==> config.mk <==
export PLATFORM = sky130hd
export DESIGN_NAME = mem_port_arbiter_flat
export DESIGN_NICKNAME = d
export VERILOG_FILES = /design/src/rtl/mem_arb_pkg.sv /design/src/rtl/mem_port_arbiter_if.sv /design/src/rtl/mem_arb_pick.sv /design/src/rtl/mem_port_arbiter.sv /design/src/flat_wrapper.sv
export SDC_FILE = /design/constraint.sdc
export NUM_CORES = 1
export LEC_CHECK = 0
export CORE_ASPECT_RATIO = 0.7
export CORE_UTILIZATION = 35
export CTS_CLUSTER_DIAMETER = 40
export DETAILED_ROUTE_END_ITERATION = 12
export PLACE_DENSITY = 0.82
export SLEW_MARGIN = 15
export SYNTH_ARGS = -nofsm -noshare
export SYNTH_HDL_FRONTEND = slang
export SYNTH_SLANG_ARGS = --single-unit
==> constraint.sdc <==
create_clock -name i_clk -period 1.68 [get_ports i_clk]
set_input_delay 0.336 -clock i_clk [delete_from_list [all_inputs] [get_ports i_clk]]
set_output_delay 0.336 -clock i_clk [all_outputs]
set_load 0.05 [all_outputs]
==> src/rtl/mem_arb_pkg.sv <==
// Shared types for mem_port_arbiter: FSM states, owner encoding and the latched memory command.
// AW/DW are fixed here so the command struct and the bus interface agree on widths.
package mem_arb_pkg;

  localparam int AW = 32;
  localparam int DW = 32;
  localparam int BW = DW / 8;

  typedef enum logic [1:0] {IDLE, ISSUE, WAIT_RESP} arb_state_t;

  typedef enum logic {OWN_IF, OWN_D} owner_t;

  typedef struct packed {
    logic          we;
    logic [AW-1:0] addr;
    logic [DW-1:0] wdata;
    logic [BW-1:0] be;
  } mem_cmd_t;

  // Stores return an all-zero data word alongside their ack.
  function automatic logic [DW-1:0] resp_data(input logic we, input logic [DW-1:0] rdata);
    return we ? '0 : rdata;
  endfunction

endpackage

==> src/rtl/mem_port_arbiter_if.sv <==
// Requester (IF/D) and memory-side handshake bundle; master = pipeline/memory environment, slave = arbiter.
interface mem_port_arbiter_if;
  import mem_arb_pkg::*;

  logic          if_req;
  logic [AW-1:0] if_addr;
  logic          if_gnt;
  logic          if_rvalid;
  logic [DW-1:0] if_rdata;

  logic          d_req;
  logic          d_we;
  logic [AW-1:0] d_addr;
  logic [DW-1:0] d_wdata;
  logic [BW-1:0] d_be;
  logic          d_gnt;
  logic          d_rvalid;
  logic [DW-1:0] d_rdata;

  logic          err;

  logic          mem_req;
  logic          mem_we;
  logic [AW-1:0] mem_addr;
  logic [DW-1:0] mem_wdata;
  logic [BW-1:0] mem_be;
  logic          mem_ready;
  logic          mem_rvalid;
  logic [DW-1:0] mem_rdata;

  modport master (
    output if_req, if_addr,
    output d_req, d_we, d_addr, d_wdata, d_be,
    output mem_ready, mem_rvalid, mem_rdata,
    input  if_gnt, if_rvalid, if_rdata,
    input  d_gnt, d_rvalid, d_rdata, err,
    input  mem_req, mem_we, mem_addr, mem_wdata, mem_be
  );

  modport slave (
    input  if_req, if_addr,
    input  d_req, d_we, d_addr, d_wdata, d_be,
    input  mem_ready, mem_rvalid, mem_rdata,
    output if_gnt, if_rvalid, if_rdata,
    output d_gnt, d_rvalid, d_rdata, err,
    output mem_req, mem_we, mem_addr, mem_wdata, mem_be
  );

endinterface

==> src/rtl/mem_arb_pick.sv <==
// Winner select between fetch and data requests. MEM_ARB_RR_EN: round-robin with a pointer that
// flips to the loser on each pick; otherwise fixed priority with D always ahead of IF.
module mem_arb_pick
  import mem_arb_pkg::*;
(
`ifdef MEM_ARB_RR_EN
  input  logic   i_clk,
  input  logic   i_reset,
  input  logic   i_take,
`endif
  input  logic   i_if_req,
  input  logic   i_d_req,
  output logic   o_any,
  output owner_t o_winner
);

  assign o_any = i_if_req | i_d_req;

`ifdef MEM_ARB_RR_EN
  owner_t r_rr_ptr;

  always_comb begin
    o_winner = OWN_IF;
    if (i_if_req && i_d_req) begin
      o_winner = r_rr_ptr;
    end else if (i_d_req) begin
      o_winner = OWN_D;
    end
  end

  always_ff @(posedge i_clk) begin
    if (i_reset) begin
      r_rr_ptr <= OWN_IF;
    end else if (i_take) begin
      r_rr_ptr <= (o_winner == OWN_D) ? OWN_IF : OWN_D;
    end
  end
`else
  assign o_winner = i_d_req ? OWN_D : OWN_IF;
`endif

endmodule

==> src/rtl/mem_port_arbiter.sv <==
// Serialises IF/D accesses onto one memory port, one transaction outstanding; req->rvalid min 3 cycles,
// command held while mem_ready=0, watchdog ends a hung access with rvalid+err. Build option: MEM_ARB_RR_EN.
module mem_port_arbiter
  import mem_arb_pkg::*;
#(
  parameter int MAX_WAIT = 15
) (
  input logic               i_clk,
  input logic               i_reset,
  mem_port_arbiter_if.slave bus
);

  localparam int WDW = $clog2(MAX_WAIT + 1);
  localparam logic [WDW-1:0] WD_LAST = WDW'(MAX_WAIT - 1);

  arb_state_t    r_state;
  owner_t        r_owner;
  mem_cmd_t      r_cmd;
  logic          r_mem_req;
  logic [WDW-1:0] r_wd;
  logic          r_if_rvalid;
  logic          r_d_rvalid;
  logic          r_err;
  logic [DW-1:0] r_if_rdata;
  logic [DW-1:0] r_d_rdata;

  logic          w_any;
  logic          w_take;
  logic          w_accept;
  owner_t        w_winner;
  logic [DW-1:0] w_resp;

  assign w_take   = (r_state == IDLE) && w_any;
  // Gated by reset so an acceptance in the reset cycle never reaches a requester.
  assign w_accept = (r_state == ISSUE) && bus.mem_ready && !i_reset;
  assign w_resp   = resp_data(r_cmd.we, bus.mem_rdata);

  mem_arb_pick u_pick (
`ifdef MEM_ARB_RR_EN
    .i_clk    (i_clk),
    .i_reset  (i_reset),
    .i_take   (w_take),
`endif
    .i_if_req (bus.if_req),
    .i_d_req  (bus.d_req),
    .o_any    (w_any),
    .o_winner (w_winner)
  );

  always_ff @(posedge i_clk) begin
    if (i_reset) begin
      r_state     <= IDLE;
      r_owner     <= OWN_D;
      r_cmd       <= '0;
      r_mem_req   <= 1'b0;
      r_wd        <= '0;
      r_if_rvalid <= 1'b0;
      r_d_rvalid  <= 1'b0;
      r_err       <= 1'b0;
      r_if_rdata  <= '0;
      r_d_rdata   <= '0;
    end else begin
      r_if_rvalid <= 1'b0;
      r_d_rvalid  <= 1'b0;
      r_err       <= 1'b0;
      case (r_state)
        IDLE: begin
          if (w_take) begin
            r_owner   <= w_winner;
            r_mem_req <= 1'b1;
            r_state   <= ISSUE;
            if (w_winner == OWN_D) begin
              r_cmd <= '{we: bus.d_we, addr: bus.d_addr, wdata: bus.d_wdata, be: bus.d_be};
            end else begin
              r_cmd <= '{we: 1'b0, addr: bus.if_addr, wdata: '0, be: '1};
            end
          end
        end
        ISSUE: begin
          if (bus.mem_ready) begin
            r_mem_req <= 1'b0;
            r_wd      <= '0;
            r_state   <= WAIT_RESP;
          end
        end
        WAIT_RESP: begin
          // A response arriving in the timeout cycle takes precedence over the error.
          if (bus.mem_rvalid) begin
            r_state <= IDLE;
            if (r_owner == OWN_D) begin
              r_d_rvalid <= 1'b1;
              r_d_rdata  <= w_resp;
            end else begin
              r_if_rvalid <= 1'b1;
              r_if_rdata  <= w_resp;
            end
          end else if (r_wd == WD_LAST) begin
            r_state <= IDLE;
            r_err   <= 1'b1;
            if (r_owner == OWN_D) begin
              r_d_rvalid <= 1'b1;
              r_d_rdata  <= '0;
            end else begin
              r_if_rvalid <= 1'b1;
              r_if_rdata  <= '0;
            end
          end else begin
            r_wd <= r_wd + WDW'(1);
          end
        end
        default: begin
          r_state   <= IDLE;
          r_mem_req <= 1'b0;
        end
      endcase
    end
  end

  assign bus.if_gnt    = w_accept && (r_owner == OWN_IF);
  assign bus.d_gnt     = w_accept && (r_owner == OWN_D);
  assign bus.if_rvalid = r_if_rvalid;
  assign bus.if_rdata  = r_if_rdata;
  assign bus.d_rvalid  = r_d_rvalid;
  assign bus.d_rdata   = r_d_rdata;
  assign bus.err       = r_err;

  assign bus.mem_req   = r_mem_req;
  assign bus.mem_we    = r_cmd.we;
  assign bus.mem_addr  = r_cmd.addr;
  assign bus.mem_wdata = r_cmd.wdata;
  assign bus.mem_be    = r_cmd.be;

endmodule

==> src/flat_wrapper.sv <==
// flat-port wrapper written by rule: the top's interface ports become plain ports
module mem_port_arbiter_flat import mem_arb_pkg::*;
#(
  parameter int MAX_WAIT = 15
)
  (i_clk, i_reset, bus_if_req, bus_if_addr, bus_d_req, bus_d_we, bus_d_addr, bus_d_wdata, bus_d_be, bus_mem_ready, bus_mem_rvalid, bus_mem_rdata, bus_if_gnt, bus_if_rvalid, bus_if_rdata, bus_d_gnt, bus_d_rvalid, bus_d_rdata, bus_err, bus_mem_req, bus_mem_we, bus_mem_addr, bus_mem_wdata, bus_mem_be);
  mem_port_arbiter_if bus_i ();
  input logic i_clk;
  input logic i_reset;
  input wire logic [$bits(bus_i.if_req)-1:0] bus_if_req;
  input wire logic [$bits(bus_i.if_addr)-1:0] bus_if_addr;
  input wire logic [$bits(bus_i.d_req)-1:0] bus_d_req;
  input wire logic [$bits(bus_i.d_we)-1:0] bus_d_we;
  input wire logic [$bits(bus_i.d_addr)-1:0] bus_d_addr;
  input wire logic [$bits(bus_i.d_wdata)-1:0] bus_d_wdata;
  input wire logic [$bits(bus_i.d_be)-1:0] bus_d_be;
  input wire logic [$bits(bus_i.mem_ready)-1:0] bus_mem_ready;
  input wire logic [$bits(bus_i.mem_rvalid)-1:0] bus_mem_rvalid;
  input wire logic [$bits(bus_i.mem_rdata)-1:0] bus_mem_rdata;
  output wire logic [$bits(bus_i.if_gnt)-1:0] bus_if_gnt;
  output wire logic [$bits(bus_i.if_rvalid)-1:0] bus_if_rvalid;
  output wire logic [$bits(bus_i.if_rdata)-1:0] bus_if_rdata;
  output wire logic [$bits(bus_i.d_gnt)-1:0] bus_d_gnt;
  output wire logic [$bits(bus_i.d_rvalid)-1:0] bus_d_rvalid;
  output wire logic [$bits(bus_i.d_rdata)-1:0] bus_d_rdata;
  output wire logic [$bits(bus_i.err)-1:0] bus_err;
  output wire logic [$bits(bus_i.mem_req)-1:0] bus_mem_req;
  output wire logic [$bits(bus_i.mem_we)-1:0] bus_mem_we;
  output wire logic [$bits(bus_i.mem_addr)-1:0] bus_mem_addr;
  output wire logic [$bits(bus_i.mem_wdata)-1:0] bus_mem_wdata;
  output wire logic [$bits(bus_i.mem_be)-1:0] bus_mem_be;
  assign bus_i.if_req = bus_if_req;
  assign bus_i.if_addr = bus_if_addr;
  assign bus_i.d_req = bus_d_req;
  assign bus_i.d_we = bus_d_we;
  assign bus_i.d_addr = bus_d_addr;
  assign bus_i.d_wdata = bus_d_wdata;
  assign bus_i.d_be = bus_d_be;
  assign bus_i.mem_ready = bus_mem_ready;
  assign bus_i.mem_rvalid = bus_mem_rvalid;
  assign bus_i.mem_rdata = bus_mem_rdata;
  assign bus_if_gnt = bus_i.if_gnt;
  assign bus_if_rvalid = bus_i.if_rvalid;
  assign bus_if_rdata = bus_i.if_rdata;
  assign bus_d_gnt = bus_i.d_gnt;
  assign bus_d_rvalid = bus_i.d_rvalid;
  assign bus_d_rdata = bus_i.d_rdata;
  assign bus_err = bus_i.err;
  assign bus_mem_req = bus_i.mem_req;
  assign bus_mem_we = bus_i.mem_we;
  assign bus_mem_addr = bus_i.mem_addr;
  assign bus_mem_wdata = bus_i.mem_wdata;
  assign bus_mem_be = bus_i.mem_be;
  mem_port_arbiter #(.MAX_WAIT(MAX_WAIT)) u_core (.i_clk(i_clk), .i_reset(i_reset), .bus(bus_i));
endmodule
==> PnR_summary.wiki <==
{| class="wikitable"
! Metric !! Value
|-
| CTS tree || done
|-
| Setup Skew || 12.6 ps
|-
| Final period demand of the worst path || 1670 ps
|-
| Number of flops mapped to enable cells by yosys || 0
|-
| Worst setup slack for register-to-register paths || roughly 90 ps
|-
| Top flip-flop cell by instance count after synthesis || sky130_fd_sc_hd__dfxtp_1
|-
| Required arrival time at the worst endpoint || 1340 ps
|-
| Cell count after placement || approximately 960
|-
| Critical path data arrival time || 1340 ps
|-
| Class of the tightest hold or removal check || primary input to flop
|-
| Maximum clock frequency || roughly 600 MHz
|-
| Area used by sequential logic in the layout || 0.00289 mm²
|-
| First DRT Iteration DRCs || approximately 180
|-
| Portion of the post-synthesis area used by sequential elements || 55.0%
|-
| Number of vias in the routed layout || 5045
|-
| Final wirelength || 16100 µm
|-
| Total count of max-transition violations in the final report || 0
|-
| Count of nets left with antenna violations after detail routing || 0
|-
| Largest net degree at the start of global routing || 39
|-
| Maximum fanout along the worst path || 3
|-
| Core Footprint || 0.0147 mm²
|-
| Share of flip-flops with an asynchronous set or reset || 0%
|-
| Cell at the slowest stage of the critical path || sky130_fd_sc_hd__dfxtp_4
|-
| Maximum level of the CTS H-tree || 4
|-
| Antenna cells || 0
|-
| Crit path to || bus_if_gnt
|-
| Final Wtd Congestion || 0.781
|-
| Total Die Area || about 0.015 mm²
|-
| Element type at the critical path start || flop
|-
| Via/cell ratio || between 5 and 6
|-
| Net count, final || 933
|-
| Number of different library cells in the post-synthesis netlist || 40
|-
| Root Buffer Master || sky130_fd_sc_hd__clkbuf_16
|-
| Worst setup path startpoint || u_core.r_state[0]
|-
| Die Y-Extent || about 100 µm
|-
| Clk Latency, worst-skew pair || 410 ps
|-
| Cells after synthesis || 513
|-
| Buffers plus inverters on the worst setup path || 1
|-
| Final routed wire length divided by cell count || 16.1 µm
|-
| Initial antenna violation count || 0
|-
| # DRC || 0
|-
| Share of the clock period used by the worst path || 99.7%
|-
| Number of global-route vias before repair || 4975
|-
| CP cell instances || nand2_4 > nor4_4 > buf_12
|-
| Worst vdd ir || 0.643 mV
|-
| Total area of multi-input combinational cells || 0.00222 mm²
|-
| Non-Filler Instances || 1000
|-
| Worst r2r path cells || 5
|-
| Post-Synthesis Mean Instance Area || about 10 µm²
|-
| Placed wire-length estimate || roughly 11000 µm
|-
| Max clock buf depth || 2
|-
| Effective utilization at floorplan || 35.7%
|-
| Fraction of final layout cells sized beyond drive strength 1 || 28.1%
|-
| Fill count || 1288
|-
| PortBufs || between 200 and 300
|-
| Minimum hold slack || 389 ps
|-
| IO Pins || 278
|-
| Type of the worst setup path || flop to primary output
|-
| Detailed-router iteration count before antenna repair || 7
|-
| Overflow left after global routing || 0
|-
| Total of endpoints with negative setup slack in the final report || 0
|-
| Global-route total usage across every layer || between 20% and 30%
|-
| Path length in cells of the critical path || 3
|-
| RSZ-0062 raised after global routing || true
|-
| Sink Count || 144
|-
| Run status || finished clean
|-
| Yosys warning count || 0
|-
| Delay of the slowest critical-path stage || 360 ps
|-
| Source of the worst register-to-register timing path || u_core.r_wd[0]
|-
| Wire length of the first global-routing pass || 25500 µm
|-
| Power per cell area || about 1100 mW/mm²
|-
| Category of cells accounting for the largest share of critical-path delay || simple AND/OR/NAND/NOR gates
|-
| Mapped Nets || 654
|-
| Endpoint type of the worst setup path || primary output
|-
| Post-synth design cell area || 0.00524 mm²
|-
| Total CTS buffers || 17
|-
| Leak pwr || 3.68 nW
|-
| Slew HR || 72.5%
|-
| Die extent in x || 148 µm
|-
| End of the worst register-to-register path || u_core.r_wd[1]
|-
| Synthesized flop and latch total || 144
|-
| Synth-to-layout area growth || 67.3%
|-
| Num rows || 37
|-
| Max-capacitance violation count || 0
|-
| Hold violation count in the final report || 0
|-
| Worst slew pin tran || 412 ps
|-
| Clock edge transition at the registers on the reported setup and hold paths || approximately 70 ps
|}
-- per-stage QoR --
step	TNS (ps)	util (%)	power (W)	setup slack [ps]	instance area, µm²
after detailed placement	-6070	54.8	0.00564	-136	8040
after CTS	-41.0	59.0	0.00940	-33.0	8660
after global placement	-4900	54.8	0.00562	-108	8040
final	0	59.7	0.00931	5.02	8770
after global routing	-41.5	59.7	0.00971	-40.7	8770
after floorplan	0	-	0.00482	20.7	5280
-- worst reg2reg max path: cells and delay by family (launching register included) --
kind,cells,cell delay (ps)
AOI/OAI and AO/OA,2,430
DFF,1,350
adders and majority gates,1,230
buffers and inverters,1,70
and+or+nand+nor,1,470
-- synthesized netlist by cell type (2+ instances only) --
| cell | instances | area share (%) |
|---|---|---|
| sky130_fd_sc_hd__a211oi_1 | 33 | 4.7 |
| sky130_fd_sc_hd__a21oi_1 | 71 | 6.8 |
| sky130_fd_sc_hd__a22o_1 | 64 | 11 |
| sky130_fd_sc_hd__a31oi_1 | 3 | 0.36 |
| sky130_fd_sc_hd__buf_2 | 29 | 2.8 |
| sky130_fd_sc_hd__clkbuf_1 | 17 | 1.2 |
| sky130_fd_sc_hd__dfxtp_1 | 144 | 55 |
| sky130_fd_sc_hd__ha_1 | 2 | 0.48 |
| sky130_fd_sc_hd__inv_1 | 3 | 0.21 |
| sky130_fd_sc_hd__mux2i_1 | 32 | 6.1 |
| sky130_fd_sc_hd__nand2_1 | 35 | 2.5 |
| sky130_fd_sc_hd__nand2b_1 | 2 | 0.24 |
| sky130_fd_sc_hd__nor2_1 | 9 | 0.64 |
| sky130_fd_sc_hd__nor3_1 | 7 | 0.67 |
| sky130_fd_sc_hd__nor4_1 | 2 | 0.24 |
| sky130_fd_sc_hd__o21ai_0 | 35 | 3.3 |
| sky130_fd_sc_hd__or2_2 | 2 | 0.24 |
-- timing repair --
item | in CTS | in global routing
setup endpoints to repair | 4 | 67
cloned | 0 | 2
resized for setup | 10 | 10
buffers inserted | 3 | 5
endpoints found under the hold margin | 0 | 0
hold buffers | 0 | 0
pin swaps | 2 | 3
-- layer usage --
metal	track usage [%]	vias to the layer above	share of wire, %
li1	-	2459	-
met3	6.58	13	8.0
met4	7.00	0	1.1
met1	26.8	2385	45
met5	0	-	0
met2	32.5	188	46
-- report_power, final --
part / internal [W] / leakage, nW / switching, W
Combinational: 0.000786 / 2.23 / 0.00113
Sequential: 0.00359 / 1.18 / 0.0000975
Clock: 0.00213 / 0.275 / 0.00157
Total: 0.00650 / 3.68 / 0.00280
-- flip-flops by register name, summed over array words and instances, names as in the netlist, 2 cells and up --
signal,cells
u_core.bus.if_rdata,32
u_core.bus.mem_addr,32
u_core.bus.mem_be,4
u_core.r_wd,4
u_core.r_state,2
u_core.bus.d_rdata,32
u_core.bus.mem_wdata,32
-- cell families (layout without fill, tap and decap cells) --
kind of cell / Yosys count / count (layout) / share of synthesized area (%)
AND/OR/NAND/NOR: 71 / 71 / 6.88
adder cells (fa/ha/maj): 2 / 2 / 0.477
AO/OA/AOI/OAI: 214 / 214 / 27.1
buffers and inverters: 50 / 342 / 4.42
multiplexers: 32 / 32 / 6.11
flip-flops: 144 / 144 / 55.0
-- layout by cell type, fill, tap and decap left out, types with 2 or more instances in the layout --
cell type                         count
sky130_fd_sc_hd__buf_4              155
sky130_fd_sc_hd__a211oi_1            33
sky130_fd_sc_hd__nor2_2               3
sky130_fd_sc_hd__buf_6                3
sky130_fd_sc_hd__buf_12              11
sky130_fd_sc_hd__mux2i_1             32
sky130_fd_sc_hd__dfxtp_2              2
sky130_fd_sc_hd__a21oi_1             71
sky130_fd_sc_hd__or2_2                2
sky130_fd_sc_hd__inv_6                6
sky130_fd_sc_hd__clkbuf_16           18
sky130_fd_sc_hd__nor4_4               2
sky130_fd_sc_hd__dfxtp_1            140
sky130_fd_sc_hd__nor3_1               7
sky130_fd_sc_hd__clkinvlp_4           4
sky130_fd_sc_hd__a22o_1              64
sky130_fd_sc_hd__inv_8                2
sky130_fd_sc_hd__ha_1                 2
sky130_fd_sc_hd__nor2_1               7
sky130_fd_sc_hd__nand2_1             34
sky130_fd_sc_hd__a31oi_4              2
sky130_fd_sc_hd__o21ai_0             35
sky130_fd_sc_hd__dfxtp_4              2
sky130_fd_sc_hd__inv_1                2
sky130_fd_sc_hd__nand2b_1             2
sky130_fd_sc_hd__clkdlybuf4s50_1    135
-- worst min path at each step --
stage          slack [ps]                      end  depth (start not counted)                    start
5_1_grt               390  u_core.bus.mem_addr[16]                          3                bus_d_req
4_1_cts               350      u_core.bus.d_rvalid                          3                  i_reset
3_5_place_dp          470   u_core.bus.d_rdata[21]                          1   u_core.bus.d_rdata[21]
2_1_floorplan         460   u_core.bus.d_rdata[10]                          1        bus_mem_rdata[10]
6_report              390      u_core.bus.d_rvalid                          3                  i_reset
3_3_place_gp          460  u_core.bus.mem_wdata[9]                          2  u_core.bus.mem_wdata[9]
-- layout make-up --
type | count | area share, %
flip-flops and latches | 144 | 33.0
clock buffers | 18 | 5.01
well taps | 195 | 2.78
multi-input cells | 319 | 25.4
clock inverters | 14 | 1.64
inverters | 3 | 0.157
repair buffers | 307 | 32.0
No activity file was read; power rests on OpenSTA's default activity.
